## src/rtl/prog_fetch_pkg.sv

```systemverilog
// Shared constants, state encoding and word packing for the program fetch unit.
// Every prog_fetch source file imports this package.
package prog_fetch_pkg;

    localparam int DEPTH  = 16;
    localparam int AW     = 4;
    localparam int OPC_W  = 4;
    localparam int OPND_W = 4;
    localparam int WORD_W = OPC_W + OPND_W;
    localparam int CNT_W  = AW + 1;

    localparam logic [CNT_W-1:0] CNT_FULL = CNT_W'(DEPTH);

    localparam logic [1:0] ST_LOAD = 2'd0;
    localparam logic [1:0] ST_IDLE = 2'd1;
    localparam logic [1:0] ST_RUN  = 2'd2;
    localparam logic [1:0] ST_HALT = 2'd3;

    typedef logic [WORD_W-1:0] word_t;

    function automatic word_t pack_word(
        input logic [OPC_W-1:0]  opc,
        input logic [OPND_W-1:0] opnd
    );
        return {opc, opnd};
    endfunction

endpackage

```

## src/rtl/prog_fetch_mem.sv

```systemverilog
// Program store: 16 x 8 words, synchronous write, registered read port.
// The contents have no reset; the read register clears on rst_n.
module prog_mem
    import prog_fetch_pkg::*;
(
    input  logic          clk,
    input  logic          rst_n,
    input  logic          we_i,
    input  logic [AW-1:0] waddr_i,
    input  word_t         wdata_i,
    input  logic          re_i,
    input  logic [AW-1:0] raddr_i,
    output word_t         rdata_o
);

    word_t mem_q [DEPTH];
    word_t rdata_q;

    always_ff @(posedge clk) begin
        if (we_i) begin
            mem_q[waddr_i] <= wdata_i;
        end
    end

    // The read register holds its value whenever no read is requested.
    always_ff @(posedge clk or negedge rst_n) begin
        if (!rst_n) begin
            rdata_q <= '0;
        end else if (re_i) begin
            rdata_q <= mem_q[raddr_i];
        end
    end

    assign rdata_o = rdata_q;

endmodule

```

## src/rtl/prog_fetch.sv

```systemverilog
// Program loader and instruction fetch FSM (LOAD/IDLE/RUN/HALT).
// The read register inside prog_mem drives the fetch outputs.
module prog_fetch
    import prog_fetch_pkg::*;
(
    input  logic              clk,
    input  logic              rst_n,
    input  logic              PC_reset,
    input  logic              mem_write,
    input  logic [OPC_W-1:0]  instr,
    input  logic [OPND_W-1:0] portin,
    input  logic              stall,
    input  logic              jump_en,
    input  logic [AW-1:0]     jump_addr,
    output logic              fetch_valid,
    output logic [OPC_W-1:0]  fetch_instr,
    output logic [OPND_W-1:0] fetch_operand,
    output logic [AW-1:0]     pc,
    output logic [CNT_W-1:0]  load_count,
    output logic              load_full,
    output logic              halted
);

    logic [1:0]       state_q, state_d;
    logic [CNT_W-1:0] pc_q, pc_d;
    logic [CNT_W-1:0] cnt_q, cnt_d;
    logic             valid_q, valid_d;
    logic [1:0]       sync_q;
    logic             rst_ok;
    logic             mem_we;
    logic             mem_re;
    word_t            rdata;

    // Reset asserts immediately; release is re-timed to clk first.
    always_ff @(posedge clk or negedge rst_n) begin
        if (!rst_n) begin
            sync_q <= 2'b00;
        end else begin
            sync_q <= {sync_q[0], 1'b1};
        end
    end

    assign rst_ok = sync_q[1];

    always_comb begin
        state_d = state_q;
        pc_d    = pc_q;
        cnt_d   = cnt_q;
        valid_d = valid_q;
        mem_we  = 1'b0;
        mem_re  = 1'b0;
        if (rst_ok) begin
            if (PC_reset) begin
                pc_d    = '0;
                valid_d = 1'b0;
                state_d = ST_IDLE;
                if (mem_write) begin
                    cnt_d   = '0;
                    state_d = ST_LOAD;
                end
            end else if (mem_write) begin
                state_d = ST_LOAD;
                valid_d = 1'b0;
                if (cnt_q < CNT_FULL) begin
                    mem_we = 1'b1;
                    cnt_d  = cnt_q + 1'b1;
                end
            end else begin
                case (state_q)
                    ST_LOAD: state_d = ST_IDLE;
                    ST_IDLE: begin
                        if (cnt_q != '0) begin
                            state_d = ST_RUN;
                        end
                    end
                    ST_RUN: begin
                        if (stall) begin
                            state_d = ST_RUN;
                        end else if (jump_en) begin
                            pc_d    = {1'b0, jump_addr};
                            valid_d = 1'b0;
                        end else if (pc_q >= cnt_q) begin
                            // pc is one bit wider so a full program ends at 16.
                            state_d = ST_HALT;
                            valid_d = 1'b0;
                        end else begin
                            mem_re  = 1'b1;
                            valid_d = 1'b1;
                            pc_d    = pc_q + 1'b1;
                        end
                    end
                    default: state_d = state_q;
                endcase
            end
        end
    end

    always_ff @(posedge clk or negedge rst_n) begin
        if (!rst_n) begin
            state_q <= ST_IDLE;
            pc_q    <= '0;
            cnt_q   <= '0;
            valid_q <= 1'b0;
        end else begin
            state_q <= state_d;
            pc_q    <= pc_d;
            cnt_q   <= cnt_d;
            valid_q <= valid_d;
        end
    end

    prog_mem u_mem (
        .clk     (clk),
        .rst_n   (rst_n),
        .we_i    (mem_we),
        .waddr_i (cnt_q[AW-1:0]),
        .wdata_i (pack_word(instr, portin)),
        .re_i    (mem_re),
        .raddr_i (pc_q[AW-1:0]),
        .rdata_o (rdata)
    );

    assign fetch_valid   = valid_q;
    assign fetch_instr   = rdata[WORD_W-1:OPND_W];
    assign fetch_operand = rdata[OPND_W-1:0];
    assign pc            = pc_q[AW-1:0];
    assign load_count    = cnt_q;
    assign load_full     = (cnt_q == CNT_FULL);
    assign halted        = (state_q == ST_HALT);

endmodule

```

## config.mk

```make
export PLATFORM = sky130hd
export DESIGN_NAME = prog_fetch
export DESIGN_NICKNAME = d
export VERILOG_FILES = /design/src/rtl/prog_fetch_pkg.sv /design/src/rtl/prog_fetch_mem.sv /design/src/rtl/prog_fetch.sv
export SDC_FILE = /design/constraint.sdc
export NUM_CORES = 1
export LEC_CHECK = 0
export BUFFER_PORTS_ARGS = -buffer_cell sky130_fd_sc_hd__buf_4
export CORE_ASPECT_RATIO = 1.4
export CORE_MARGIN = 2
export CORE_UTILIZATION = 45
export DETAILED_ROUTE_END_ITERATION = 10
export GPL_TIMING_DRIVEN = 0
export PLACE_DENSITY_LB_ADDON = 0.12
export SYNTH_ARGS = -nofsm -noshare
export SYNTH_HDL_FRONTEND = slang
export SYNTH_SLANG_ARGS = --single-unit
```

## constraint.sdc

```tcl
create_clock -name clk -period 3.2 [get_ports clk]
set_clock_uncertainty 0.15 [all_clocks]
set_input_delay 0.16 -clock clk [delete_from_list [all_inputs] [get_ports clk]]
set_output_delay 0.16 -clock clk [all_outputs]
set_load 0.01 [all_outputs]
```

==> results of run 1 <==
[critical path, delay by kind of cell, from the launching register on]
kind | cells | cell delay (ns)
AO/OA/AOI/OAI | 3 | 0.62
buffers and inverters | 2 | 0.62
adder cells (fa/ha/maj) | 1 | 0.32
multiplexers | 1 | 0.33
AND/OR/NAND/NOR | 1 | 0.38
flip-flops | 1 | 0.44
[worst max path at each step]
stage / slack (ns) / depth (start not counted) / end / startpoint
floorplan: 0.64 / 10 / u_mem.rdata_o[0]$_DFFE_PN0P_ / pc_q[0]$_DFFE_PN0P_
global placement: -0.30 / 5 / u_mem.mem_q[3][6]$_DFFE_PP_ / sync_q[1]$_DFF_PN0_
detailed placement: -0.18 / 5 / u_mem.mem_q[1][3]$_DFFE_PP_ / sync_q[1]$_DFF_PN0_
CTS: 0.17 / 6 / u_mem.mem_q[2][6]$_DFFE_PP_ / sync_q[1]$_DFF_PN0_
global route: 0.01 / 5 / u_mem.mem_q[14][4]$_DFFE_PP_ / sync_q[1]$_DFF_PN0_
finish: 0.22 / 8 / u_mem.rdata_o[6]$_DFFE_PN0P_ / load_count[2]$_DFFE_PN0P_
[flip-flops by register name, summed over array words and instances (netlist names)]
signal	count
u_mem.mem_q	128
state_q	2
load_count	5
u_mem.rdata_o	8
fetch_valid	1
pc_q	5
sync_q	2
[power breakdown]
part           internal (W)  total, W  switching, W
clock               0.00118   0.00203      0.000850
sequential          0.00220   0.00227     0.0000651
combinational      0.000479   0.00102      0.000539
total               0.00386   0.00532       0.00145
[cell usage in the layout, fill, tap and decap left out, drive strengths merged]
| master | netlist | layout |
|---|---|---|
| mux2 | 9 | 9 |
| ha | 14 | 14 |
| a31oi | 3 | 3 |
| mux2i | 11 | 11 |
| mux4 | 32 | 32 |
| dfrtp | 22 | 22 |
| nand4 | 2 | 2 |
| clkinv | 0 | 3 |
| a221o | 1 | 1 |
| conb | 1 | 1 |
| dfstp | 1 | 1 |
| o21ai | 10 | 10 |
| a21bo | 1 | 1 |
| nand2 | 17 | 17 |
| o311ai | 1 | 1 |
| o41ai | 1 | 1 |
| a22oi | 1 | 1 |
| nor4 | 1 | 1 |
| nor3 | 9 | 9 |
| edfxtp | 128 | 128 |
| nor2 | 19 | 19 |
| o31ai | 2 | 2 |
| buf | 15 | 51 |
| o211ai | 1 | 1 |
| o32ai | 1 | 1 |
| clkinvlp | 0 | 2 |
| a21oi | 17 | 17 |
| a211oi | 8 | 8 |
| and3 | 1 | 1 |
| nor2b | 11 | 11 |
| nand3 | 4 | 4 |
| or4 | 1 | 1 |
| a21o | 3 | 3 |
| clkbuf | 8 | 25 |
| nor3b | 3 | 3 |
| inv | 12 | 20 |
| dlygate4sd3 | 0 | 13 |
| bufinv | 0 | 2 |
| and4 | 1 | 1 |
| nand2b | 2 | 2 |
[cell families (layout without fill, tap and decap cells)]
kind of cell,count (synthesis),in the layout
AO/OA/AOI/OAI,50,50
adder cells (fa/ha/maj),14,14
buffers and inverters,35,116
flip-flops,151,151
multiplexers,52,52
other,1,1
AND/OR/NAND/NOR,71,71
[layout make-up]
cell class                 count  area [um^2]  area share, %
buffer                        23        157.7          2.039
clock buffer                  17        425.4          5.503
clock inverter                15        182.7          2.363
inverter                      12        45.04         0.5826
multi-input combinational    188         1871          24.19
sequential                   151         4420          57.18
tap                          185        231.5          2.994
timing repair buffer          49        397.9          5.146
[cell usage after synthesis, types with 2 or more instances]
| cell type | instances |
|---|---|
| o31ai_1 | 2 |
| nand3_1 | 4 |
| nand4_1 | 2 |
| mux4_2 | 23 |
| nor2b_1 | 11 |
| dfrtp_1 | 22 |
| mux2i_1 | 11 |
| buf_12 | 2 |
| a211oi_1 | 8 |
| o21ai_0 | 10 |
| clkbuf_1 | 8 |
| mux2_4 | 8 |
| ha_1 | 14 |
| nor3b_1 | 2 |
| buf_4 | 4 |
| buf_2 | 7 |
| inv_1 | 12 |
| nor2_1 | 18 |
| a21oi_1 | 17 |
| nand2_1 | 17 |
| nor3_1 | 9 |
| a31oi_1 | 3 |
| mux4_1 | 9 |
| edfxtp_1 | 128 |
| buf_6 | 2 |
| a21o_1 | 3 |
| nand2b_1 | 2 |
[per-stage QoR]
step | std cells | hold slack, ns
finish | 640 | 0.01297
global route | 640 | 0.02410
CTS | 640 | 0.002144
detailed placement | 595 | -0.07692
global placement | 594 | -0.07546
floorplan | 374 | -0.2856
[metal layers]
metal / vias up / share of wire [%] / GRT usage (%)
met3: 16 / 3.0 / 4.210
met4: 0 / 2.2 / 7.467
li1: 1616 / - / -
met2: 86 / 53 / 32.35
met5: - / 0 / 0
met1: 1842 / 42 / 23.79
[repair_timing]
action                                  CTS  global route
hold buffers                             13             0
endpoints found under the hold margin   155             0
endpoints found under the setup margin   16             6
setup buffers                             0             0
resized for setup                         2             1
==> results.tsv, run 1 <==
metric	value	unit
status	finished, final reports clean	
critPathMaxFanout	10	
die_w	105.4	um
row_count	51	
r2r_cells	8	
drive_gt1_share	27.25	%
synth_cell_types	43	
place.gp.congestion	0.8148	
placedInstanceArea	6978	um^2
power.leakage	2.761	nW
final_area	7731	um^2
finalHoldViolCount	0	
pre_cts_ws	-0.1833	ns
drt_iter0_drc	158	
synth_edf_count	128	
vdd_drop_max	0.2939	mV
syn_inst	374	
finalNetCount	474	
clock_latency	0.42	ns
syn2layout_area_growth	19.42	%
worst_ep_required_time	3.35	ns
start_util	46.32	%
synth_compound_gate_area_share	4.909	%
yosys.area.top_type	edfxtp_1	
cp-start-kind	register	
cts-root-buf	clkbuf_16	
synthSimpleGateAreaFrac	5.528	%
cts_tree	done	
synth_fp_nets	406	
synthArstFlopShare	15.23	%
setup_ws	0.2181	ns
ys_top_cells_by_area	edfxtp_1 59%, dfrtp_1 8.5%, mux4_2 8.0%	
vias_per_cell	5.563	
grtUsageTotal	19.09	%
ys_ff_latch	151	
maxCapViolCount	0	
core_region_area	13970	um^2
rsz0062_at_grt	false	
ys_seq_area_share	68.28	%
critPathKind	register to register	
die_h	145.9	um
vias	3560	
antennaDiodeCount	0	
setup_viol_count_final	0	
slowest_stage	clkbuf_1	
firstDrtPassIters	4	
fin_crit_sh	93.19	%
layout_min_cycle_time	2.982	ns
synth-main-ff-cell	edfxtp_1	
slew_headroom	42.01	%
fin_util	55.32	%
drv_slew	0	
overflow	0	
path_clk_slew	0.07	ns
yosys_warnings	0	
port_buffers	35	
arrival	3.14	ns
fill_cells	1106	
yosys.area.top_type_share	59.37	%
antenna_left	0	
synth_top_family_by_area	multiplexers	
grt_pass1_wl	21.22	mm
dieArea	15380	um^2
tns	0	ns
timing.rr.end	u_mem.rdata_o[6]$_DFFE_PN0P_	
syn_avg_cell_area	17.31	um^2
synthesis.area	6474	um^2
tightest_slew	0.8667	ns
io_pins	38	
synth_xor_area_share	0	%
worst_path_largest_cell_delay	0.49	ns
clockBufferDepth	2	
min_path_type	primary input to async pin	
wirelength	13.99	mm
muxShareOfSynthArea	15.38	%
grt_start_max_net_pins	24	
grt_pass1_vias	3595	
numCtsBuffers	17	
antenna_found_initial	0	
crit_chain	clkbuf_1 > inv_1 > ha_1 > a21o_1 > a31oi_1 > o211ai_2 > nor2_4 > mux2_4	
power.total	0.005318	W
yosys.area_share.adder	2.706	%
crit_path_end_kind	register	
htreeDepth	4	
r2r_slack	0.22	ns
post_drt_wl_per_cell	21.86	um
powerDensity	687.8	nW/um^2
fmax	335.4	MHz
dpl.hpwl	9.398	mm
cts.sinks	151	
drc	0	
rr_startpoint	load_count[2]$_DFFE_PN0P_	
(Power assumes the default switching activity.)
==> run 2, diff against run 1 <==
--- a/config.mk
+++ b/config.mk
@@ -11,6 +11,7 @@
 export CORE_UTILIZATION = 45
 export DETAILED_ROUTE_END_ITERATION = 10
 export GPL_TIMING_DRIVEN = 0
+export MAX_ROUTING_LAYER = met4
 export PLACE_DENSITY_LB_ADDON = 0.12
 export SYNTH_ARGS = -nofsm -noshare
 export SYNTH_HDL_FRONTEND = slang
==> results.tsv, run 2 (same netlist as run 1, synthesis figures left out) <==
metric	value	unit	change
status	finished, final reports clean		
critPathMaxFanout	10		unchanged
overflow	0		unchanged
dpl.hpwl	9.398	mm	unchanged
syn2layout_area_growth	19.42	%	unchanged
core_region_area	13970	um^2	unchanged
tns	0	ns	unchanged
p_switching	0.001455	W	about the same
place.gp.congestion	0.8269		+1.5%
fin_crit_sh	93.05	%	-0.14 points
htreeDepth	4		unchanged
powerDensity	687.8	nW/um^2	about the same
clockPowerShare	38.3	%	about the same
combPwrFrac	19.1	%	about the same
highest_layer	met4		
cts-root-buf	clkbuf_16		
finalHoldViolCount	0		unchanged
seqPwrFrac	42.6	%	about the same
final_cell_mix	128 x edfxtp_1, 39 x buf_4, 23 x mux4_2		
clockBufferDepth	2		unchanged
cts.sinks	151		unchanged
path_clk_slew	0.07	ns	about the same
grtUsageTotal	19.59	%	+0.50 points
arrival	3.13	ns	about the same
start_util	46.32	%	unchanged
r2r_cells	8		unchanged
power.leakage	2.761	nW	unchanged
antennaDiodeCount	0		unchanged
vias	3525		-0.98%
regMostFlops	u_mem.mem_q		
largest_reg_flops	128		unchanged
wirelength	13.91	mm	-0.56%
firstDrtPassIters	4		unchanged
clock_latency	0.42	ns	about the same
tightest_slew	0.8554	ns	-0.01124 ns
drv_slew	0		unchanged
layout_min_cycle_time	2.977	ns	-0.004450 ns
finalNetCount	474		unchanged
wl_met3	467	um	+11%
io_pins	38		unchanged
maxCapViolCount	0		unchanged
vias_per_cell	5.508		-0.98%
critPathKind	register to register		
vdd_drop_max	0.2939	mV	about the same
swShare	27.36	%	about the same
slew_headroom	42.76	%	+0.75 points
post_drt_wl_per_cell	21.74	um	-0.56%
die_h	145.9	um	unchanged
drive_gt1_share	27.25	%	unchanged
power.total	0.005318	W	about the same
antenna_left	0		unchanged
r2r_slack	0.22	ns	about the same
numCtsBuffers	17		unchanged
p_int	0.003863	W	about the same
cts_setup_buffers	0		unchanged
antenna_found_initial	0		unchanged
grt_start_max_net_pins	24		unchanged
drt_iter0_drc	165		+4.4%
die_w	105.4	um	unchanged
timing.rr.end	u_mem.rdata_o[6]$_DFFE_PN0P_		
fmax	335.9	MHz	+0.15%
grt_pass1_vias	3588		-0.19%
rsz0062_at_grt	false		
cp-start-kind	register		
dieArea	15380	um^2	unchanged
grt_pass1_wl	21.21	mm	about the same
port_buffers	35		unchanged
final_common_cell	edfxtp_1		
row_count	51		unchanged
crit_path_end_kind	register		
min_path_type	primary input to async pin		
drc	0		unchanged
dr_wl_met2	7.345	mm	about the same
rr_startpoint	load_count[2]$_DFFE_PN0P_		
worst_ep_required_time	3.35	ns	about the same
drt-met1-wl	5.768	mm	-2.5%
cts_tree	done		
setup_viol_count_final	0		unchanged
[run 2: critical path, stage by stage, from the launching register on]
cell,delay [ns]
dfrtp_1,0.43
clkbuf_1,0.48
inv_1,0.14
ha_1,0.32
a21o_1,0.15
a31oi_1,0.21
o211ai_2,0.25
nor2_4,0.38
mux2_4,0.33
[run 2: worst max path at each step]
stage | cells after the start | to | startpoint | slack [ns]
after floorplan | 10 | u_mem.rdata_o[0]$_DFFE_PN0P_ | pc_q[0]$_DFFE_PN0P_ | 0.64
after global placement | 5 | u_mem.mem_q[3][6]$_DFFE_PP_ | sync_q[1]$_DFF_PN0_ | -0.30
after detailed placement | 5 | u_mem.mem_q[1][3]$_DFFE_PP_ | sync_q[1]$_DFF_PN0_ | -0.18
after CTS | 6 | u_mem.mem_q[2][6]$_DFFE_PP_ | sync_q[1]$_DFF_PN0_ | 0.17
after global routing | 5 | u_mem.mem_q[14][4]$_DFFE_PP_ | sync_q[1]$_DFF_PN0_ | 0.01
final | 8 | u_mem.rdata_o[6]$_DFFE_PN0P_ | load_count[2]$_DFFE_PN0P_ | 0.22
[run 2: cell type report]
type | count | area (um^2)
Buffer | 23 | 157.7
Clock buffer | 17 | 425.4
Multi-Input combinational cell | 188 | 1871
Timing Repair Buffer | 49 | 397.9
Sequential cell | 151 | 4420
Inverter | 12 | 45.04
Clock inverter | 15 | 182.7
Tap cell | 185 | 231.5
Fill cell | 1106 | 6243
[run 2: metrics by stage]
step	utilization, %	hold slack (ns)	instance area [um^2]	cells	setup WS, ns
final	55.32	0.01189	7731	640	0.2225
after global routing	55.32	0.02699	7731	640	0.01380
after CTS	55.29	0.002144	7726	640	0.1667
after detailed placement	49.93	-0.07692	6978	595	-0.1833
after global placement	49.86	-0.07546	6968	594	-0.3036
after floorplan	-	-0.2856	6474	374	0.6399
[run 2: power by group through the flow]
| stage | registers [W] | clock network [W] | logic [W] |
|---|---|---|---|
| detailed placement | 0.00231 | 0 | 0.00101 |
| CTS | 0.00227 | 0.00206 | 0.00103 |
| finish | 0.00227 | 0.00203 | 0.00102 |
| global route | 0.00228 | 0.00214 | 0.00109 |
| global placement | 0.00231 | 0 | 0.000997 |
| floorplan | 0.00230 | 0 | 0.000670 |
[run 2: metal layers]
metal | track usage, % | up-vias
met5 | - | -
met4 | 7.467 | 0
met3 | 3.941 | 17
met2 | 32.19 | 97
met1 | 23.89 | 1799
li1 | - | 1612
[run 2: timing repair]
| item | 4_1_cts | 5_1_grt |
|---|---|---|
| endpoints found under the hold margin | 155 | 0 |
| resized for setup | 2 | 1 |
| hold buffers | 13 | 0 |
| setup endpoints to repair | 16 | 6 |
| pin swaps | 0 | 0 |
==> run 3, diff against run 2 <==
--- a/config.mk
+++ b/config.mk
@@ -12,7 +12,7 @@
 export DETAILED_ROUTE_END_ITERATION = 10
 export GPL_TIMING_DRIVEN = 0
 export MAX_ROUTING_LAYER = met4
-export PLACE_DENSITY_LB_ADDON = 0.12
+export PLACE_DENSITY_LB_ADDON = 0.15
 export SYNTH_ARGS = -nofsm -noshare
 export SYNTH_HDL_FRONTEND = slang
 export SYNTH_SLANG_ARGS = --single-unit
==> results.tsv, run 3 (same netlist as run 1, synthesis figures left out) <==
metric	value	unit	change
status	finished, final reports clean		
fin_crit_sh	92.85	%	-0.19 points
crit_path_end_kind	register		
worst_ep_required_time	3.09	ns	-0.26 ns
wirelength	13.78	mm	-0.97%
rr_startpoint	sync_q[1]$_DFF_PN0_		
grt_pass1_wl	21.04	mm	-0.81%
power.leakage	2.722	nW	-1.4%
clockBufferDepth	2		unchanged
critPathKind	register to register		
dieArea	15380	um^2	unchanged
fin_util	54.62	%	-0.70 points
start_util	46.32	%	unchanged
drt_iter0_drc	226		+37%
drive_gt1_share	27.43	%	+0.18 points
port_buffers	35		unchanged
drv_slew	0		unchanged
slowest_stage	nor2_1		
crit_chain	clkbuf_1 > nand2_1 > nor3_1 > nand2_1 > nor2_1		
antenna_left	0		unchanged
slew_headroom	45.18	%	+2.4 points
syn2layout_area_growth	17.92	%	
firstDrtPassIters	5		+1
row_count	51		unchanged
cts_setup_buffers	0		unchanged
tightest_slew	0.8193	ns	-0.03607 ns
die_h	145.9	um	unchanged
cts.sinks	151		unchanged
antenna_found_initial	0		unchanged
clock_latency	0.41	ns	about the same
final_cell_mix	128 x edfxtp_1, 39 x buf_4, 23 x mux4_2		
layout_min_cycle_time	2.971	ns	-0.006157 ns
io_pins	38		unchanged
grt_pass1_vias	3580		-0.22%
setup_viol_count_final	0		unchanged
rsz0062_at_grt	true		
cts_tree	done		
vias_per_cell	5.491		-0.30%
cts-root-buf	clkbuf_16		
dpl.hpwl	9.511	mm	+1.2%
arrival	2.86	ns	-0.27 ns
min_path_type	primary input to register		
drc	0		unchanged
largest_reg_flops	128		unchanged
cpLargestDelayFamily	simple AND/OR/NAND/NOR gates		
cp-start-kind	register		
worst-path-buf-inv	1		-1
grt_start_max_net_pins	24		unchanged
cp_common_cell	nand2_1		
critPathMaxFanout	9		-1
core_region_area	13970	um^2	unchanged
numCtsBuffers	17		unchanged
worst_path_largest_cell_delay	0.70	ns	+0.22 ns
fmax	336.6	MHz	+0.21%
timing.rr.end	u_mem.mem_q[14][3]$_DFFE_PP_		
maxCapViolCount	0		unchanged
finalHoldViolCount	0		unchanged
grtUsageTotal	19.54	%	-0.050 points
vias	3498		-0.77%
holdPathEnd	state_q[0]$_DFFE_PN1P_		
regMostFlops	u_mem.mem_q		
overflow	0		unchanged
r2r_cells	5		-3
antennaDiodeCount	0		unchanged
powerDensity	662.5	nW/um^2	-3.7%
final_common_cell	edfxtp_1		
place.gp.congestion	0.8261		about the same
r2r_slack	0.23	ns	about the same
post_drt_wl_per_cell	21.63	um	-0.50%
finalNetCount	471		-0.63%
fin_hold_ws	0.005779	ns	-0.006113 ns
path_clk_slew	0.06	ns	about the same
die_w	105.4	um	unchanged
vdd_drop_max	0.2950	mV	+0.34%
htreeDepth	4		unchanged
min_from	stall		
min_delay_path_depth	4		
-- run 3: cell count changes in the layout (fill, tap and decap cells not counted), sizes merged, moves of 2 or more --
cell	change
bufinv	-2
clkinv	+7
dlygate4sd3	-2
inv	-5
-- run 3: timing repair --
action	CTS	global route
resized for setup	4	3
setup endpoints to repair	32	51
pin swaps	0	1
endpoints found under the hold margin	153	0
hold buffers	11	0
-- run 3: layout make-up --
cell class	count	area, um^2
multi-input cells	188	1873
clock buffers	18	429.2
repair buffers	46	372.9
fillers	1128	6341
well taps	185	231.5
inverters	12	45.04
flip-flops and latches	151	4420
clock inverters	14	102.6
plain buffers	23	158.9
-- run 3: worst register-to-register path, cell delays in order (launching register included) --
cell	delay [ns]
dfrtp_1	0.32
clkbuf_1	0.36
nand2_1	0.30
nor3_1	0.47
nand2_1	0.30
nor2_1	0.70
-- run 3: metrics by stage --
step	area (um^2)	worst slack [ns]	power (W)	instances	setup TNS (ns)
after floorplan	6474	0.6399	0.002969	374	0
final	7634	0.2287	0.005057	637	0
after global routing	7634	-0.03153	0.005273	637	-0.7959
after CTS	7630	0.1041	0.005108	637	0
after detailed placement	6968	-0.1527	0.003323	594	-4.207
after global placement	6968	-0.1829	0.003302	594	-5.422
-- run 3: worst max path at each step --
stage,cells past startpoint,to,start
finish,5,u_mem.mem_q[14][3]$_DFFE_PP_,sync_q[1]$_DFF_PN0_
CTS,8,u_mem.rdata_o[1]$_DFFE_PN0P_,load_count[2]$_DFFE_PN0P_
detailed placement,5,u_mem.mem_q[2][5]$_DFFE_PP_,sync_q[1]$_DFF_PN0_
floorplan,10,u_mem.rdata_o[0]$_DFFE_PN0P_,pc_q[0]$_DFFE_PN0P_
global route,5,u_mem.mem_q[5][2]$_DFFE_PP_,sync_q[1]$_DFF_PN0_
global placement,5,u_mem.mem_q[1][6]$_DFFE_PP_,sync_q[1]$_DFF_PN0_
-- run 3: metal layers --
metal  part of all wire (%)  wire length (um)  global-route usage (%)
met1                     41              5594                   23.22
met2                     55              7567                   33.77
met3                    3.2               442                   3.224
met4                    1.3               175                   6.400
met5                      0                 0                       -
-- run 3: where the power goes --
group          internal [W]  leakage (nW)  switching [W]
combinational      0.000479          1.00       0.000538
clock              0.000996         0.266       0.000777
sequential          0.00220          1.45      0.0000647
